$ cat src/rtl/pipe_ctrl_pkg.sv
// pipe_ctrl_pkg: shared definitions for the pipeline hazard controller.
//   - opcode constants recognised in the ID stage (MUL, JMP, HALT)
//   - FSM state encoding (RUN/MULT/FLUSH/HALT)
//   - default MUL latency and the width of the MUL stall counter
// Optional feature macro used by this block: PIPE_CTRL_PERF_EN.
package pipe_ctrl_pkg;

   localparam logic [3:0] OPC_MUL  = 4'hC;
   localparam logic [3:0] OPC_JMP  = 4'hA;
   localparam logic [3:0] OPC_HALT = 4'hF;

   // Legal MUL latency range is 1..7, so a 3-bit down-counter holds MUL_LAT-1.
   localparam int unsigned MUL_LAT_DEFAULT = 3;
   localparam int unsigned CNT_W           = 3;

   typedef enum logic [1:0] {
      StRun   = 2'd0,
      StMult  = 2'd1,
      StFlush = 2'd2,
      StHalt  = 2'd3
   } state_e;

endpackage

$ cat src/rtl/pipe_ctrl_if.sv
// pipe_ctrl_if: ID-stage / PC control bundle between the pipeline and pipe_ctrl.
//   master : pipeline side, drives id_valid, id_opcode, id_target, resume and
//            observes the control outputs.
//   slave  : controller side, drives stall, flush, pc_load, pc_target, ex_issue,
//            state, halted.
interface pipe_ctrl_if;

   logic       id_valid;
   logic [3:0] id_opcode;
   logic [7:0] id_target;
   logic       resume;
   logic       stall;
   logic       flush;
   logic       pc_load;
   logic [7:0] pc_target;
   logic       ex_issue;
   logic [1:0] state;
   logic       halted;

   modport master (
      output id_valid, id_opcode, id_target, resume,
      input  stall, flush, pc_load, pc_target, ex_issue, state, halted
   );

   modport slave (
      input  id_valid, id_opcode, id_target, resume,
      output stall, flush, pc_load, pc_target, ex_issue, state, halted
   );

endinterface

$ cat src/rtl/pipe_ctrl_perf.sv
// pipe_ctrl_perf: saturating 16-bit performance counters for pipe_ctrl.
// Present only in builds with PIPE_CTRL_PERF_EN defined.
//   clk, rst  : clock, asynchronous active-high reset (clears both counters)
//   cyc_en    : count this cycle in cyc_cnt (controller not halted)
//   stall_en  : count this cycle in stall_cnt (stall asserted)
//   cyc_cnt   : number of non-halted cycles, sticks at 16'hFFFF
//   stall_cnt : number of stalled cycles, sticks at 16'hFFFF
module pipe_ctrl_perf (
   input  logic        clk,
   input  logic        rst,
   input  logic        cyc_en,
   input  logic        stall_en,
   output logic [15:0] cyc_cnt,
   output logic [15:0] stall_cnt
);

   logic [15:0] cyc_q;
   logic [15:0] stall_q;

   always_ff @(posedge clk or posedge rst) begin
      if (rst) begin
         cyc_q   <= 16'h0000;
         stall_q <= 16'h0000;
      end else begin
         if (cyc_en && (cyc_q != 16'hFFFF)) begin
            cyc_q <= cyc_q + 16'h0001;
         end
         if (stall_en && (stall_q != 16'hFFFF)) begin
            stall_q <= stall_q + 16'h0001;
         end
      end
   end

   assign cyc_cnt   = cyc_q;
   assign stall_cnt = stall_q;

endmodule

$ cat src/rtl/pipe_ctrl.sv
// pipe_ctrl: pipeline hazard controller for a simple in-order core.
// Handles multi-cycle MUL stalls, JMP redirect plus one-cycle IF/ID flush,
// and HALT with external resume.
//   MUL_LAT : MUL stall cycles, legal 1..7
//   clk     : clock, all state updates on the rising edge
//   rst     : asynchronous active-high reset; forces RUN and zeroes all outputs
//   bus     : pipe_ctrl_if.slave (ID inputs, resume, control outputs)
//   cyc_cnt, stall_cnt : perf counters, only when PIPE_CTRL_PERF_EN is defined
module pipe_ctrl
   import pipe_ctrl_pkg::*;
#(
   parameter int unsigned MUL_LAT = MUL_LAT_DEFAULT
) (
   input  logic        clk,
   input  logic        rst,
   pipe_ctrl_if.slave  bus
`ifdef PIPE_CTRL_PERF_EN
   ,
   output logic [15:0] cyc_cnt,
   output logic [15:0] stall_cnt
`endif
);

   state_e           state_q;
   logic [CNT_W-1:0] cnt_q;

   logic       stall;
   logic       flush;
   logic       pc_load;
   logic [7:0] pc_target;
   logic       ex_issue;
   logic       halted;
   logic [1:0] state_dbg;

   always_ff @(posedge clk or posedge rst) begin
      if (rst) begin
         state_q <= StRun;
         cnt_q   <= '0;
      end else begin
         case (state_q)
            StRun: begin
               if (bus.id_valid) begin
                  if (bus.id_opcode == OPC_MUL) begin
                     cnt_q   <= CNT_W'(MUL_LAT - 1);
                     state_q <= StMult;
                  end else if (bus.id_opcode == OPC_JMP) begin
                     state_q <= StFlush;
                  end else if (bus.id_opcode == OPC_HALT) begin
                     state_q <= StHalt;
                  end
               end
            end
            StMult: begin
               // cnt==0 marks the last stall cycle.
               if (cnt_q == '0) begin
                  state_q <= StRun;
               end else begin
                  cnt_q <= cnt_q - CNT_W'(1);
               end
            end
            StFlush: state_q <= StRun;
            StHalt: begin
               if (bus.resume) begin
                  state_q <= StRun;
               end
            end
            default: state_q <= StRun;
         endcase
      end
   end

   // Outputs decode straight from state and ID; rst masks them so a valid
   // instruction held in ID cannot leak ex_issue/pc_load during reset.
   always_comb begin
      stall     = 1'b0;
      flush     = 1'b0;
      pc_load   = 1'b0;
      pc_target = 8'h00;
      ex_issue  = 1'b0;
      halted    = 1'b0;
      state_dbg = 2'b00;
      if (!rst) begin
         state_dbg = state_q;
         case (state_q)
            StRun: begin
               if (bus.id_valid) begin
                  ex_issue = (bus.id_opcode != OPC_HALT);
                  if (bus.id_opcode == OPC_JMP) begin
                     pc_load   = 1'b1;
                     pc_target = bus.id_target;
                  end
               end
            end
            StMult:  stall = 1'b1;
            StFlush: flush = 1'b1;
            StHalt: begin
               stall  = 1'b1;
               halted = 1'b1;
            end
            default: ;
         endcase
      end
   end

   assign bus.stall     = stall;
   assign bus.flush     = flush;
   assign bus.pc_load   = pc_load;
   assign bus.pc_target = pc_target;
   assign bus.ex_issue  = ex_issue;
   assign bus.halted    = halted;
   assign bus.state     = state_dbg;

`ifdef PIPE_CTRL_PERF_EN
   pipe_ctrl_perf u_perf (
      .clk       (clk),
      .rst       (rst),
      .cyc_en    (state_q != StHalt),
      .stall_en  (stall),
      .cyc_cnt   (cyc_cnt),
      .stall_cnt (stall_cnt)
   );
`endif

endmodule

$ cat src/flat_wrapper.sv
// flat-port wrapper written by rule: the top's interface ports become plain ports
module pipe_ctrl_flat import pipe_ctrl_pkg::*;
#(
   parameter int unsigned MUL_LAT = MUL_LAT_DEFAULT
)
  (clk, rst, bus_id_valid, bus_id_opcode, bus_id_target, bus_resume, bus_stall, bus_flush, bus_pc_load, bus_pc_target, bus_ex_issue, bus_state, bus_halted);
  pipe_ctrl_if bus_i ();
  input  logic clk;
  input  logic rst;
  input wire logic [$bits(bus_i.id_valid)-1:0] bus_id_valid;
  input wire logic [$bits(bus_i.id_opcode)-1:0] bus_id_opcode;
  input wire logic [$bits(bus_i.id_target)-1:0] bus_id_target;
  input wire logic [$bits(bus_i.resume)-1:0] bus_resume;
  output wire logic [$bits(bus_i.stall)-1:0] bus_stall;
  output wire logic [$bits(bus_i.flush)-1:0] bus_flush;
  output wire logic [$bits(bus_i.pc_load)-1:0] bus_pc_load;
  output wire logic [$bits(bus_i.pc_target)-1:0] bus_pc_target;
  output wire logic [$bits(bus_i.ex_issue)-1:0] bus_ex_issue;
  output wire logic [$bits(bus_i.state)-1:0] bus_state;
  output wire logic [$bits(bus_i.halted)-1:0] bus_halted;
  assign bus_i.id_valid = bus_id_valid;
  assign bus_i.id_opcode = bus_id_opcode;
  assign bus_i.id_target = bus_id_target;
  assign bus_i.resume = bus_resume;
  assign bus_stall = bus_i.stall;
  assign bus_flush = bus_i.flush;
  assign bus_pc_load = bus_i.pc_load;
  assign bus_pc_target = bus_i.pc_target;
  assign bus_ex_issue = bus_i.ex_issue;
  assign bus_state = bus_i.state;
  assign bus_halted = bus_i.halted;
  pipe_ctrl #(.MUL_LAT(MUL_LAT)) u_core (.clk(clk), .rst(rst), .bus(bus_i));
endmodule
$ cat config.mk
export PLATFORM = sky130hd
export DESIGN_NAME = pipe_ctrl_flat
export DESIGN_NICKNAME = d
export VERILOG_FILES = /design/src/rtl/pipe_ctrl_pkg.sv /design/src/rtl/pipe_ctrl_if.sv /design/src/rtl/pipe_ctrl_perf.sv /design/src/rtl/pipe_ctrl.sv /design/src/flat_wrapper.sv
export SDC_FILE = /design/constraint.sdc
export NUM_CORES = 1
export LEC_CHECK = 0
export ABC_AREA = 1
export CORE_MARGIN = 10
export CORE_UTILIZATION = 33
export CTS_CLUSTER_SIZE = 12
export DETAILED_ROUTE_END_ITERATION = 8
export HOLD_SLACK_MARGIN = 0.02
export MAX_ROUTING_LAYER = met4
export PLACE_DENSITY = 0.74
export REMOVE_ABC_BUFFERS = 1
export SLEW_MARGIN = 20
export SYNTH_ARGS = -nofsm -noshare
export SYNTH_HDL_FRONTEND = slang
export SYNTH_HIERARCHICAL = 1
export SYNTH_SLANG_ARGS = --single-unit
$ cat constraint.sdc
create_clock -name clk -period 1.2 [get_ports clk]
set_clock_uncertainty 0.05 [all_clocks]
set_input_delay 0.24 -clock clk [delete_from_list [all_inputs] [get_ports clk]]
set_output_delay 0.24 -clock clk [all_outputs]
set_load 0.02 [all_outputs]
==> results.json <==
{
  "overflow": 0,
  "outcome": "finished, violations left",
  "final_cell_area_um2": 1130,
  "ys.warnings.count": 6,
  "r2r-end": "u_core/cnt_q[1]",
  "wl_per_cell_um": 14.6,
  "fp.dieArea_um2": 3620,
  "fin_nets": 149,
  "clk_pin_slew_ps": 50,
  "fillers": 118,
  "drt_iter0_markers": 8,
  "syn_to_final_growth_pct": 112,
  "post-route-period-util": 1.43,
  "reg2reg_from": "u_core/state_q[1]",
  "syn-cell-area_um2": 532,
  "critPathRequiredTime_ps": 910,
  "crit_arrival_ps": 1430,
  "power.leakage_nw": 0.572,
  "grt_pass1_vias": 634,
  "hpwlAfterDp_mm": 1.49,
  "synth.area.top_cells": "dfrtp_1 24%, nand2_1 12%, nor2_2 11%, inv_1 9.2%, ha_1 4.7%",
  "finalPower_mw": 1.89,
  "cp-start-kind": "flop",
  "cts_hold_buffers": 0,
  "die_w_um": 60.1,
  "layoutNonFillerInstCount": 146,
  "end_kind": "primary output",
  "cts_tree": "built",
  "drtAntennaViolNets": 0,
  "multi_input_area_um2": 433,
  "setup_violations": 20,
  "critPathMaxFanout": 5,
  "reg2reg_depth": 8,
  "drc_errors": 0,
  "drv_cap": 0,
  "viasPerCell": 4.69,
  "finalCriticalPeriod_ps": 1720,
  "tightest_slew_ps": 230,
  "antenna_found_initial": 0,
  "vdd_ir_drop_max_v": 0.00138,
  "start_util": 0.349,
  "routed_wl_mm": 2.13,
  "synth_top_area_share": 0.235,
  "core_area_um2": 1520,
  "die_h_um": 60.1,
  "cts_sinks": 5,
  "syn_inst": 78,
  "antennaDiodeCount": 0,
  "cp_slowest_cell": "dfrtp_1",
  "cts_buffer_depth": 2,
  "synth_cell_types": 22,
  "drive_gt1_frac": 0.562,
  "grt_max_degree": 7,
  "worst_slew_margin_rel": 0.846,
  "drt_pre_antenna_iters": 4,
  "setup_ws_ps": -517,
  "syn_area_per_cell_um2": 6.82,
  "ff2ff_setup_slack_ps": -170,
  "hold_viol_final": 0,
  "gr-usage-all-layers": 0.115,
  "ys_ff_latch": 5,
  "powerDensity_nw_per_um2": 1680,
  "slew_viol_final": 0,
  "vias": 685,
  "insertion_delay_ps": 250,
  "io_pins": 31,
  "numCtsBuffers": 3,
  "htreeDepth": 1,
  "cpPeakStageDelay_ps": 400,
  "max_clock_freq_mhz": 582,
  "cts_root_buf": "clkbuf_4",
  "grt_pass1_wl_mm": 2.99,
  "dp_cells": 137,
  "row_count": 14,
  "portBuffers": 30,
  "path_cells": "inv_2, nand2_4, nor2_8, nand4_4, nor2_2, buf_6",
  "hold_path_class": "input pin to asynchronous set/reset pin",
  "dpl_cell_area_um2": 950,
  "ys_seq_area_frac": 0.235,
  "violations": "negative setup slack",
  "rsz0062_at_grt": "true",
  "synth_top_area_cell": "dfrtp_1",
  "criticalPathCategory": "flop to primary output",
  "regArea_um2": 125,
  "dpl_worst_slack_ps": -1040,
  "critPathTopFamily": "simple AND/OR/NAND/NOR gates",
  "gp_congestion": 0.756,
  "critPathBufInv": 2
}
[worst register-to-register path, delay by kind of cell (launching register included)]
kind	cells	cell delay [ps]
flops	1	380
compound gates	2	280
buf+inv	3	350
simple gates	3	230
[report_power, final]
group | leakage (nW) | switching, mW | total [mW] | internal (mW)
combinational | 0.493 | 0.752 | 1.40 | 0.646
clock | 0.0150 | 0.0758 | 0.202 | 0.126
sequential | 0.0638 | 0.0466 | 0.289 | 0.242
total | 0.572 | 0.874 | 1.89 | 1.01
[cell families after synthesis]
logic type / synth area share
buffers and inverters: 0.165
AND/OR/NAND/NOR: 0.466
flip-flops: 0.235
adder cells (fa/ha/maj): 0.0471
AO/OA/AOI/OAI: 0.0871
[worst max-delay path by stage]
stage	from	end	cells after the start
global placement	bus_id_valid	bus_pc_target[3]	6
CTS	u_core/state_q[0]	bus_pc_target[3]	6
finish	u_core/state_q[1]	bus_pc_target[3]	6
floorplan	u_core/state_q[0]	bus_pc_target[0]	5
global route	u_core/state_q[1]	bus_pc_target[5]	6
detailed placement	bus_id_valid	bus_pc_target[3]	6
[sequential cells by signal (all words and copies together), names as in the netlist]
name            flops
u_core/cnt_q        3
u_core/state_q      2
[layout by cell type (no fill, tap or decap), types with 3 or more instances in the layout]
cell type         n
buf_4            22
clkdlybuf4s50_1  12
nand2_1          12
buf_6            11
inv_1            11
nor2_2            7
nor2_4            6
inv_2             6
dfrtp_1           5
nand2_2           4
clkbuf_4          3
nor2_1            3
[per-layer routing]
metal	routed length (um)	up-vias	track usage	part of all wire
li1	-	338	-	-
met1	726	322	0.104	0.34
met2	1280	21	0.209	0.60
met3	92	4	0.0381	0.043
met4	38	0	0.0577	0.018
met5	0	-	-	0
[area by class of cell]
cell class,count,area share
clock buffer,4,0.0233
timing repair buffer,48,0.390
multi-input combinational,53,0.384
sequential,5,0.111
tap,16,0.0178
inverter,20,0.0733
[stage by stage]
step / hold WS (ps) / TNS (ps) / utilization
after floorplan: -38.0 / -2550 / -
after global placement: 423 / -14680 / 0.623
after detailed placement: 439 / -15210 / 0.623
after CTS: 146 / -5450 / 0.718
after global routing: 182 / -7080 / 0.739
final: 167 / -6250 / 0.739
[synth_stat cells (all sizes together)]
master / instances
a21oi: 2
buf: 1
clkinv: 3
dfrtp: 5
ha: 2
inv: 17
nand2: 18
nand3: 2
nand3b: 2
nand4: 1
nor2: 17
nor3: 2
o21ai: 5
or2: 1
[timing repair]
| action | in CTS | in global routing |
|---|---|---|
| endpoints found under the hold margin | 0 | 0 |
| setup endpoints to repair | 20 | 20 |
| pin swaps | 13 | 12 |
| buffers inserted | 4 | 3 |
| gates cloned | 1 | 0 |
| gates resized for setup | 109 | 9 |
No activity file was read; power rests on OpenSTA's default activity.
